--- src/rtl/hint_mem_resolver.sv ---
// ---------------------------------------------------------------------------
// hint_mem_resolver
//
// Resolves up to NUM_OPNDS memory read operands against a bank of NUM_HINTS
// memory hints. It processes one operand slot per cycle. Each read hint can
// be consumed only once. Operand values are masked to the operand size. The
// response flags any memory operand that found no hint (rsp_miss) and any
// valid read hint that no operand consumed (rsp_unused). The downstream
// proof logic uses these two flags to reject inconsistent witnesses.
//
// Ports
//   clk, rst_n      clock; synchronous active-low reset
//   req_valid/ready request handshake; ready is high only in IDLE
//   req_is_mem      per-slot flag: the operand is a memory read
//   req_addr        per-slot effective address, slot i at [i*ADDR_W +: ADDR_W]
//   req_size        per-slot size: 00 byte, 01 word, 10 dword, 11 reserved
//   hint_valid      per-hint flag: the hint is present
//   hint_is_write   per-hint flag: the hint is a write and never matches
//   hint_address    per-hint address
//   hint_data       per-hint data
//   rsp_valid/ready response handshake
//   rsp_val         per-slot resolved value
//   rsp_hit         per-slot match flag
//   rsp_hint_used   per-hint consumed flag
//   rsp_miss        a memory operand was unmatched or had the reserved size
//   rsp_unused      a valid read hint was left unconsumed
// ---------------------------------------------------------------------------
module hint_mem_resolver #(
  parameter int NUM_OPNDS = 3,
  parameter int NUM_HINTS = 4,
  parameter int ADDR_W    = 32,
  parameter int DATA_W    = 32
) (
  input  logic                          clk,
  input  logic                          rst_n,
  input  logic                          req_valid,
  output logic                          req_ready,
  input  logic [NUM_OPNDS-1:0]          req_is_mem,
  input  logic [NUM_OPNDS*ADDR_W-1:0]   req_addr,
  input  logic [NUM_OPNDS*2-1:0]        req_size,
  input  logic [NUM_HINTS-1:0]          hint_valid,
  input  logic [NUM_HINTS-1:0]          hint_is_write,
  input  logic [NUM_HINTS*ADDR_W-1:0]   hint_address,
  input  logic [NUM_HINTS*DATA_W-1:0]   hint_data,
  output logic                          rsp_valid,
  input  logic                          rsp_ready,
  output logic [NUM_OPNDS*DATA_W-1:0]   rsp_val,
  output logic [NUM_OPNDS-1:0]          rsp_hit,
  output logic [NUM_HINTS-1:0]          rsp_hint_used,
  output logic                          rsp_miss,
  output logic                          rsp_unused
);

  localparam int CNT_W = (NUM_OPNDS > 1) ? $clog2(NUM_OPNDS) : 1;
  localparam logic [CNT_W-1:0] LAST_SLOT = CNT_W'(NUM_OPNDS - 1);

  typedef enum logic [1:0] {IDLE, RESOLVE, RESP} state_t;

  state_t state, state_next;

  // Copy of the request and the hint bank, taken at acceptance.
  logic [NUM_OPNDS-1:0]             is_mem_q;
  logic [NUM_OPNDS-1:0][ADDR_W-1:0] addr_q;
  logic [NUM_OPNDS-1:0][1:0]        size_q;
  logic [NUM_HINTS-1:0]             hint_valid_q;
  logic [NUM_HINTS-1:0]             hint_write_q;
  logic [NUM_HINTS-1:0][ADDR_W-1:0] hint_addr_q;
  logic [NUM_HINTS-1:0][DATA_W-1:0] hint_data_q;

  // Result registers. These drive the response ports directly.
  logic [NUM_OPNDS-1:0][DATA_W-1:0] val_q;
  logic [NUM_OPNDS-1:0]             hit_q;
  logic [NUM_HINTS-1:0]             used_q;
  logic                             miss_q;
  logic                             unused_q;
  logic [CNT_W-1:0]                 cnt_q;

  logic                 accept;
  logic [NUM_HINTS-1:0] match_oh;
  logic                 found;
  logic [DATA_W-1:0]    match_data;
  logic                 slot_hit;
  logic                 slot_miss;
  logic [DATA_W-1:0]    slot_val;
  logic [NUM_HINTS-1:0] used_next;

  function automatic logic [DATA_W-1:0] size_mask(input logic [DATA_W-1:0] d,
                                                  input logic [1:0]        sz);
    case (sz)
      2'b00:   return DATA_W'(d[7:0]);
      2'b01:   return DATA_W'(d[15:0]);
      default: return DATA_W'(d[31:0]);
    endcase
  endfunction

  assign accept = req_valid && (state == IDLE);

  // ---------------- FSM: state register ----------------
  // NOTE: sequential state always uses non-blocking assignments. Every flop
  // then samples pre-edge values, no matter what order the blocks run in.
  always_ff @(posedge clk) begin
    if (!rst_n) state <= IDLE;
    else        state <= state_next;
  end

  // ---------------- FSM: next state ----------------
  // NOTE: each variable gets a default before any branch. Without it a path
  // that skips the assignment would infer a latch.
  always_comb begin
    state_next = state;
    case (state)
      IDLE:    if (req_valid)          state_next = RESOLVE;
      RESOLVE: if (cnt_q == LAST_SLOT) state_next = RESP;
      RESP:    if (rsp_ready)          state_next = IDLE;
      default:                         state_next = IDLE;
    endcase
  end

  // ---------------- FSM: outputs ----------------
  always_comb begin
    req_ready = (state == IDLE);
    rsp_valid = (state == RESP);
  end

  assign rsp_val       = val_q;
  assign rsp_hit       = hit_q;
  assign rsp_hint_used = used_q;
  assign rsp_miss      = miss_q;
  assign rsp_unused    = unused_q;

  // ---------------- Current slot lookup ----------------
  // The lowest-indexed free read hint with an equal address wins. Earlier
  // slots have already marked their hints as used, so duplicate addresses
  // consume distinct hints in slot order.
  always_comb begin
    match_oh   = '0;
    found      = 1'b0;
    match_data = '0;
    for (int j = 0; j < NUM_HINTS; j++) begin
      if (!found && hint_valid_q[j] && !hint_write_q[j] && !used_q[j] &&
          (hint_addr_q[j] == addr_q[cnt_q])) begin
        match_oh[j] = 1'b1;
        found       = 1'b1;
        match_data  = hint_data_q[j];
      end
    end
    // A reserved size neither matches nor consumes a hint.
    slot_hit  = is_mem_q[cnt_q] && (size_q[cnt_q] != 2'b11) && found;
    slot_miss = is_mem_q[cnt_q] && !slot_hit;
    slot_val  = slot_hit ? size_mask(match_data, size_q[cnt_q]) : '0;
    used_next = used_q | (slot_hit ? match_oh : '0);
  end

  // ---------------- Request capture ----------------
  // NOTE: the request and hint copies are pure data and are always loaded
  // before use, so they have no reset. Only control and result state are
  // reset.
  always_ff @(posedge clk) begin
    if (accept) begin
      is_mem_q     <= req_is_mem;
      addr_q       <= req_addr;
      size_q       <= req_size;
      hint_valid_q <= hint_valid;
      hint_write_q <= hint_is_write;
      hint_addr_q  <= hint_address;
      hint_data_q  <= hint_data;
    end
  end

  // ---------------- Results and slot counter ----------------
  always_ff @(posedge clk) begin
    if (!rst_n) begin
      val_q    <= '0;
      hit_q    <= '0;
      used_q   <= '0;
      miss_q   <= 1'b0;
      unused_q <= 1'b0;
      cnt_q    <= '0;
    end else begin
      case (state)
        IDLE: begin
          if (req_valid) begin
            val_q    <= '0;
            hit_q    <= '0;
            used_q   <= '0;
            miss_q   <= 1'b0;
            unused_q <= 1'b0;
            cnt_q    <= '0;
          end
        end
        RESOLVE: begin
          val_q[cnt_q] <= slot_val;
          hit_q[cnt_q] <= slot_hit;
          used_q       <= used_next;
          if (slot_miss) miss_q <= 1'b1;
          if (cnt_q == LAST_SLOT)
            unused_q <= |(hint_valid_q & ~hint_write_q & ~used_next);
          else
            cnt_q <= cnt_q + 1'b1;
        end
        default: ;
      endcase
    end
  end

endmodule
--- config.mk ---
export PLATFORM = sky130hd
export DESIGN_NAME = hint_mem_resolver
export DESIGN_NICKNAME = d
export VERILOG_FILES = /design/src/rtl/hint_mem_resolver.sv
export SDC_FILE = /design/constraint.sdc
export NUM_CORES = 1
export LEC_CHECK = 0
export BUFFER_PORTS_ARGS = -buffer_cell sky130_fd_sc_hd__clkbuf_2
export CORE_UTILIZATION = 40
export CTS_BUF_LIST = sky130_fd_sc_hd__clkbuf_8 sky130_fd_sc_hd__clkbuf_16
export CTS_CLUSTER_DIAMETER = 30
export DETAILED_ROUTE_END_ITERATION = 7
export PLACE_DENSITY = 0.6
export SYNTH_ARGS = -nofsm -noshare
export SYNTH_HDL_FRONTEND = slang
export SYNTH_SLANG_ARGS = --single-unit
--- constraint.sdc ---
create_clock -name clk -period 14.9 [get_ports clk]
set_input_delay 2.98 -clock clk [delete_from_list [all_inputs] [get_ports clk]]
set_output_delay 2.98 -clock clk [all_outputs]
set_load 0.02 [all_outputs]
---- Word-level counts from Yosys, hierarchy flattened ----
Index checks and enable logic that the tools add are counted.
W data, S select, Z words.
word-level totals
  register bits ........................... 478
  input port bits ......................... 373
  output and inout port bits .............. 107
cells by class
  add/subtract/negate cells ............... 1
  order comparisons ....................... 2
  eq/ne operators ......................... 14
  multiplexer cells ....................... 44
  bitwise operators ....................... 5
  reductions and logical operators ........ 41
operators by type and width
  kind                  number
  $mux W32              7
  $pmux W96 S2          1
  $eq A32 B32 Y1        4
  $bwmux W96            1
  $mux W96              1
  $bmux W32 S2          1
  $demux W32 S2         1
  $pmux W32 S2          1
  $logic_and A1 B1 Y1   20
  $logic_not A1 Y1      12
  $mux W1               12
  $mux W2               6
  $reduce_and A3 Y1     4
  $ne A2 B2 Y1 const B  5
  $and A4 B4 Y4         2
  $mux W4               2
  $not A4 Y4            2
  $pmux W4 S2           1
  $pmux W2 S3           1
  $pmux W3 S2           1
  $bmux W2 S2           1
  $eq A2 B1 Y1 const B  2
  $eq A2 B2 Y1 const B  2
  $logic_not A2 Y1      2
  other kinds (14)      15

---- Longest topological paths before layout ----
  depth in word-level cells ............... 31
  depth in mapped cells ................... 15
  mapped depth without buffers ............ 9

---- Worst setup path after synthesis ----
No wires, ideal clock.
  path kind ............................... input-to-reg
  start point ............................. input req_valid
  end point ............................... register cnt_q[1]
  setup time .............................. 128 ps
  data arrival time ....................... 11211 ps
  data required time ...................... 14772 ps
  path slack .............................. 3562 ps
  stages .................................. 5
  path buffers ............................ 0
  path through ............................ nand2_1 > inv_1 > nor2_1 > a22oi_1 > nor2b_1
between the ends
  longest elaborated chain between the ends .. 2
ends and longest elaborated chain
  what                                RTL line  text
  start: declaration                  36        input logic req_valid,
  $ne A2 B2 Y1 (no source line)       n/a
  $reduce_and A3 Y1 (no source line)  n/a
  end signal: assignment              199       cnt_q <= cnt_q + 1'b1;
  end: declaration                    76        logic [CNT_W-1:0] cnt_q;
No other way between the ends.
A chain may end at the register's enable or synchronous reset.

---- Worst setup path in the final report ----
  start point ............................. input req_valid
  end point ............................... register hint_addr_q[109] (netlist bit), enable pin
between the ends
  longest elaborated chain between the ends .. 1
ends and longest elaborated chain
  what                    RTL line  text
  $logic_and A1 B1 Y1     96        assign accept = req_valid && (state == IDLE);
  net accept              78        logic accept;
  end signal: assignment  165       hint_addr_q <= hint_address;
  end: declaration        67        logic [NUM_HINTS-1:0][ADDR_W-1:0] hint_addr_q;
The timed path passes the listed nets, and every way through them passes these cells.

==> results.json <==
{
  "tritoncts": "done",
  "die_h_um": 221,
  "synth_top_area_share": 0.578,
  "power.density_mw_per_mm2": 158,
  "grt_antenna_before_repair": 5,
  "synth_nets": 1773,
  "synth_flop_cell": "edfxtp_1",
  "cts_buffer_depth": 3,
  "detail-route-antenna-nets": 0,
  "grt_pass1_wl_um": 90700,
  "synthToLayoutAreaGrowth_pct": 33.9,
  "yosys_warnings": 0,
  "drc_errors": 0,
  "fill_cells": 3964,
  "seq_area_mm2": 0.0133,
  "grt_max_degree": 120,
  "port_buffers": 479,
  "cp-start-kind": "input pin",
  "crit_arrival_ps": 6220,
  "syn_inst": 1397,
  "rrSetupSlack_ps": 9340,
  "avgRoutedWirePerCell_um": 23.5,
  "drive_gt1_frac": 0.363,
  "synth-seq-area-share": 0.691,
  "crit_type": "input pin to register",
  "skew_ps": 24.1,
  "core-area_mm2": 0.0470,
  "yosysTopAreaCell": "edfxtp_1",
  "dieArea_mm2": 0.0488,
  "cts.sinks": 478,
  "ys_ff_latch": 478,
  "finalSetupViolations": 0,
  "overflow": 0,
  "drtIter0Drc": 1048,
  "critPathMaxFanout": 119,
  "cts_setup_buffers": 0,
  "firstDrtPassIters": 6,
  "min_period_ps": 5980,
  "postCtsHoldBufs": 0,
  "syn_area_mm2": 0.0192,
  "rsz0062_at_grt": "no",
  "initial_utilization": 0.409,
  "r2r-start": "cnt_q[0]",
  "wirelength_um": 61700,
  "vias_per_cell": 5.35,
  "fin_nets": 2305,
  "startpoint": "req_valid",
  "dp_hpwl_um": 45600,
  "hold_start": "rsp_val[35]",
  "status": "complete, no violations",
  "ir_worst_vdd_mv": 0.103,
  "fin_setup_tns_ps": 0,
  "grt_use_total": 0.252,
  "synth_edf_count": 369,
  "htree_levels": 3,
  "slew_viol_final": 0,
  "cp.required_ps": 15140,
  "yosys.cell_types.count": 71,
  "num_vias": 14100,
  "cts-resized-gates": 0,
  "die-width_um": 221,
  "relSlewSlack": 0.225,
  "clk_latency_ps": 620,
  "cap_violations": 0,
  "globalplace.congestion": 0.927,
  "top_level_ports": 480,
  "path_clk_slew_ps": 50,
  "utilization": 0.547,
  "grt_pass1_vias": 14400,
  "ctsRootBufferMaster": "clkbuf_16",
  "dpl-instance-area_mm2": 0.0222,
  "cts_buffers": 97,
  "fmax_mhz": 167,
  "rows": 79,
  "worstSetupEndpointType": "register",
  "power_leakage_nw": 10.0,
  "hold_viol": 0,
  "ys_async_sr_fraction": 0,
  "final_area_mm2": 0.0257,
  "min_path_type": "register to register",
  "finalCritPeriodShare": 0.401,
  "synth_area_per_cell_um2": 13.7,
  "power.total_mw": 4.06,
  "synthTopCellsByArea": "edfxtp_1 (58%), dfxtp_1 (11%), xnor2_1 (3.1%)",
  "multiInputGateArea_mm2": 0.00538,
  "tightest_slew_ps": 1160
}
logic make-up after synthesis:
family / after synthesis / share of synthesized area
AO/OA/AOI/OAI: 301 / 0.117
AND/OR/NAND/NOR: 352 / 0.0952
buffers and inverters: 130 / 0.0301
XOR/XNOR: 92 / 0.0420
adder cells (fa/ha/maj): 3 / 0.00196
multiplexers: 41 / 0.0222
flip-flops: 478 / 0.691
metal layers:
| metal | up-vias | GRT usage | part of all wire |
|---|---|---|---|
| met5 | - | 0 | 0 |
| met4 | 0 | 0.110 | 0.033 |
| met3 | 106 | 0.0550 | 0.074 |
| met2 | 688 | 0.430 | 0.50 |
| met1 | 6812 | 0.307 | 0.39 |
| li1 | 6448 | - | - |
placed cells by master (no fill, tap or decap), drive strengths merged, types with 10 or more instances in the layout:
cell type,synthesis,routed
a2bb2oi,24,24
o21ai,114,114
edfxtp,369,369
a22oi,13,13
inv,66,93
nand4,51,51
o2bb2ai,11,11
nor3,25,25
clkbuf,37,585
nor4,10,10
nand2,119,119
nand2b,14,14
buf,27,18
nand3,13,13
nand3b,11,11
o31ai,18,18
nor2,51,51
or2,14,14
mux2i,41,41
a21oi,17,17
clkinv,0,31
a221oi,12,12
o311a,16,16
dfxtp,109,109
xor2,24,24
bufinv,0,13
o22ai,19,19
xnor2,68,68
sequential cells by signal (all words and copies together), names as in the netlist:
name and count:
addr_q 96, cnt_q 2, hint_addr_q 128, hint_data_q 128, hint_valid_q 4, hint_write_q 4
is_mem_q 3, rsp_hint_used 4, rsp_hit 3, rsp_miss 1, rsp_unused 1, rsp_val 96
size_q 6, state 2
per-stage QoR:
step / cells / hold slack, ps / setup slack [ps]
global route: 2625 / 462 / 8680
CTS: 2621 / 451 / 8960
global placement: 2437 / 436 / 8390
finish: 2625 / 449 / 8920
detailed placement: 2437 / 442 / 8290
floorplan: 1397 / 510 / 3560
cell usage after synthesis (14+ instances only):
library cell and instances:
edfxtp_1 369, mux2i_1 37, nor3_1 25, xnor2_1 68, nand2b_1 14, o31ai_1 18, a21oi_1 17, or2_2 14
nand2_1 119, inv_1 66, o21ai_0 64, o22ai_1 19, nand4_1 51, o21ai_1 50, clkbuf_1 37, xor2_1 24
a2bb2oi_2 20, nor2_1 51, o311a_1 16, dfxtp_1 109, buf_2 17
critical path: stages:
cell      delay [ps]
clkbuf_2         110
nand2_1          340
inv_8            710
buf_4            940
buf_4            900
final timing paths:
check                      to  cells past startpoint
min               rsp_val[35]                      2
max reg2reg       rsp_val[72]                     10
max          hint_addr_q[109]                      5
min reg2reg       rsp_val[35]                      2
report_power, final:
group          switching [mW]  internal (mW)
logic                   0.162         0.0989
registers              0.0373           1.52
clock network           0.745           1.49
total                   0.945           3.12
area by class of cell:
class	instances	area share
inverter	66	0.00994
clock buffer	106	0.101
multi-input combinational	789	0.210
timing repair buffer	497	0.0986
tap	607	0.0296
clock inverter	78	0.0346
antenna	4	0.000390
sequential	478	0.517
(Power assumes the default switching activity.)
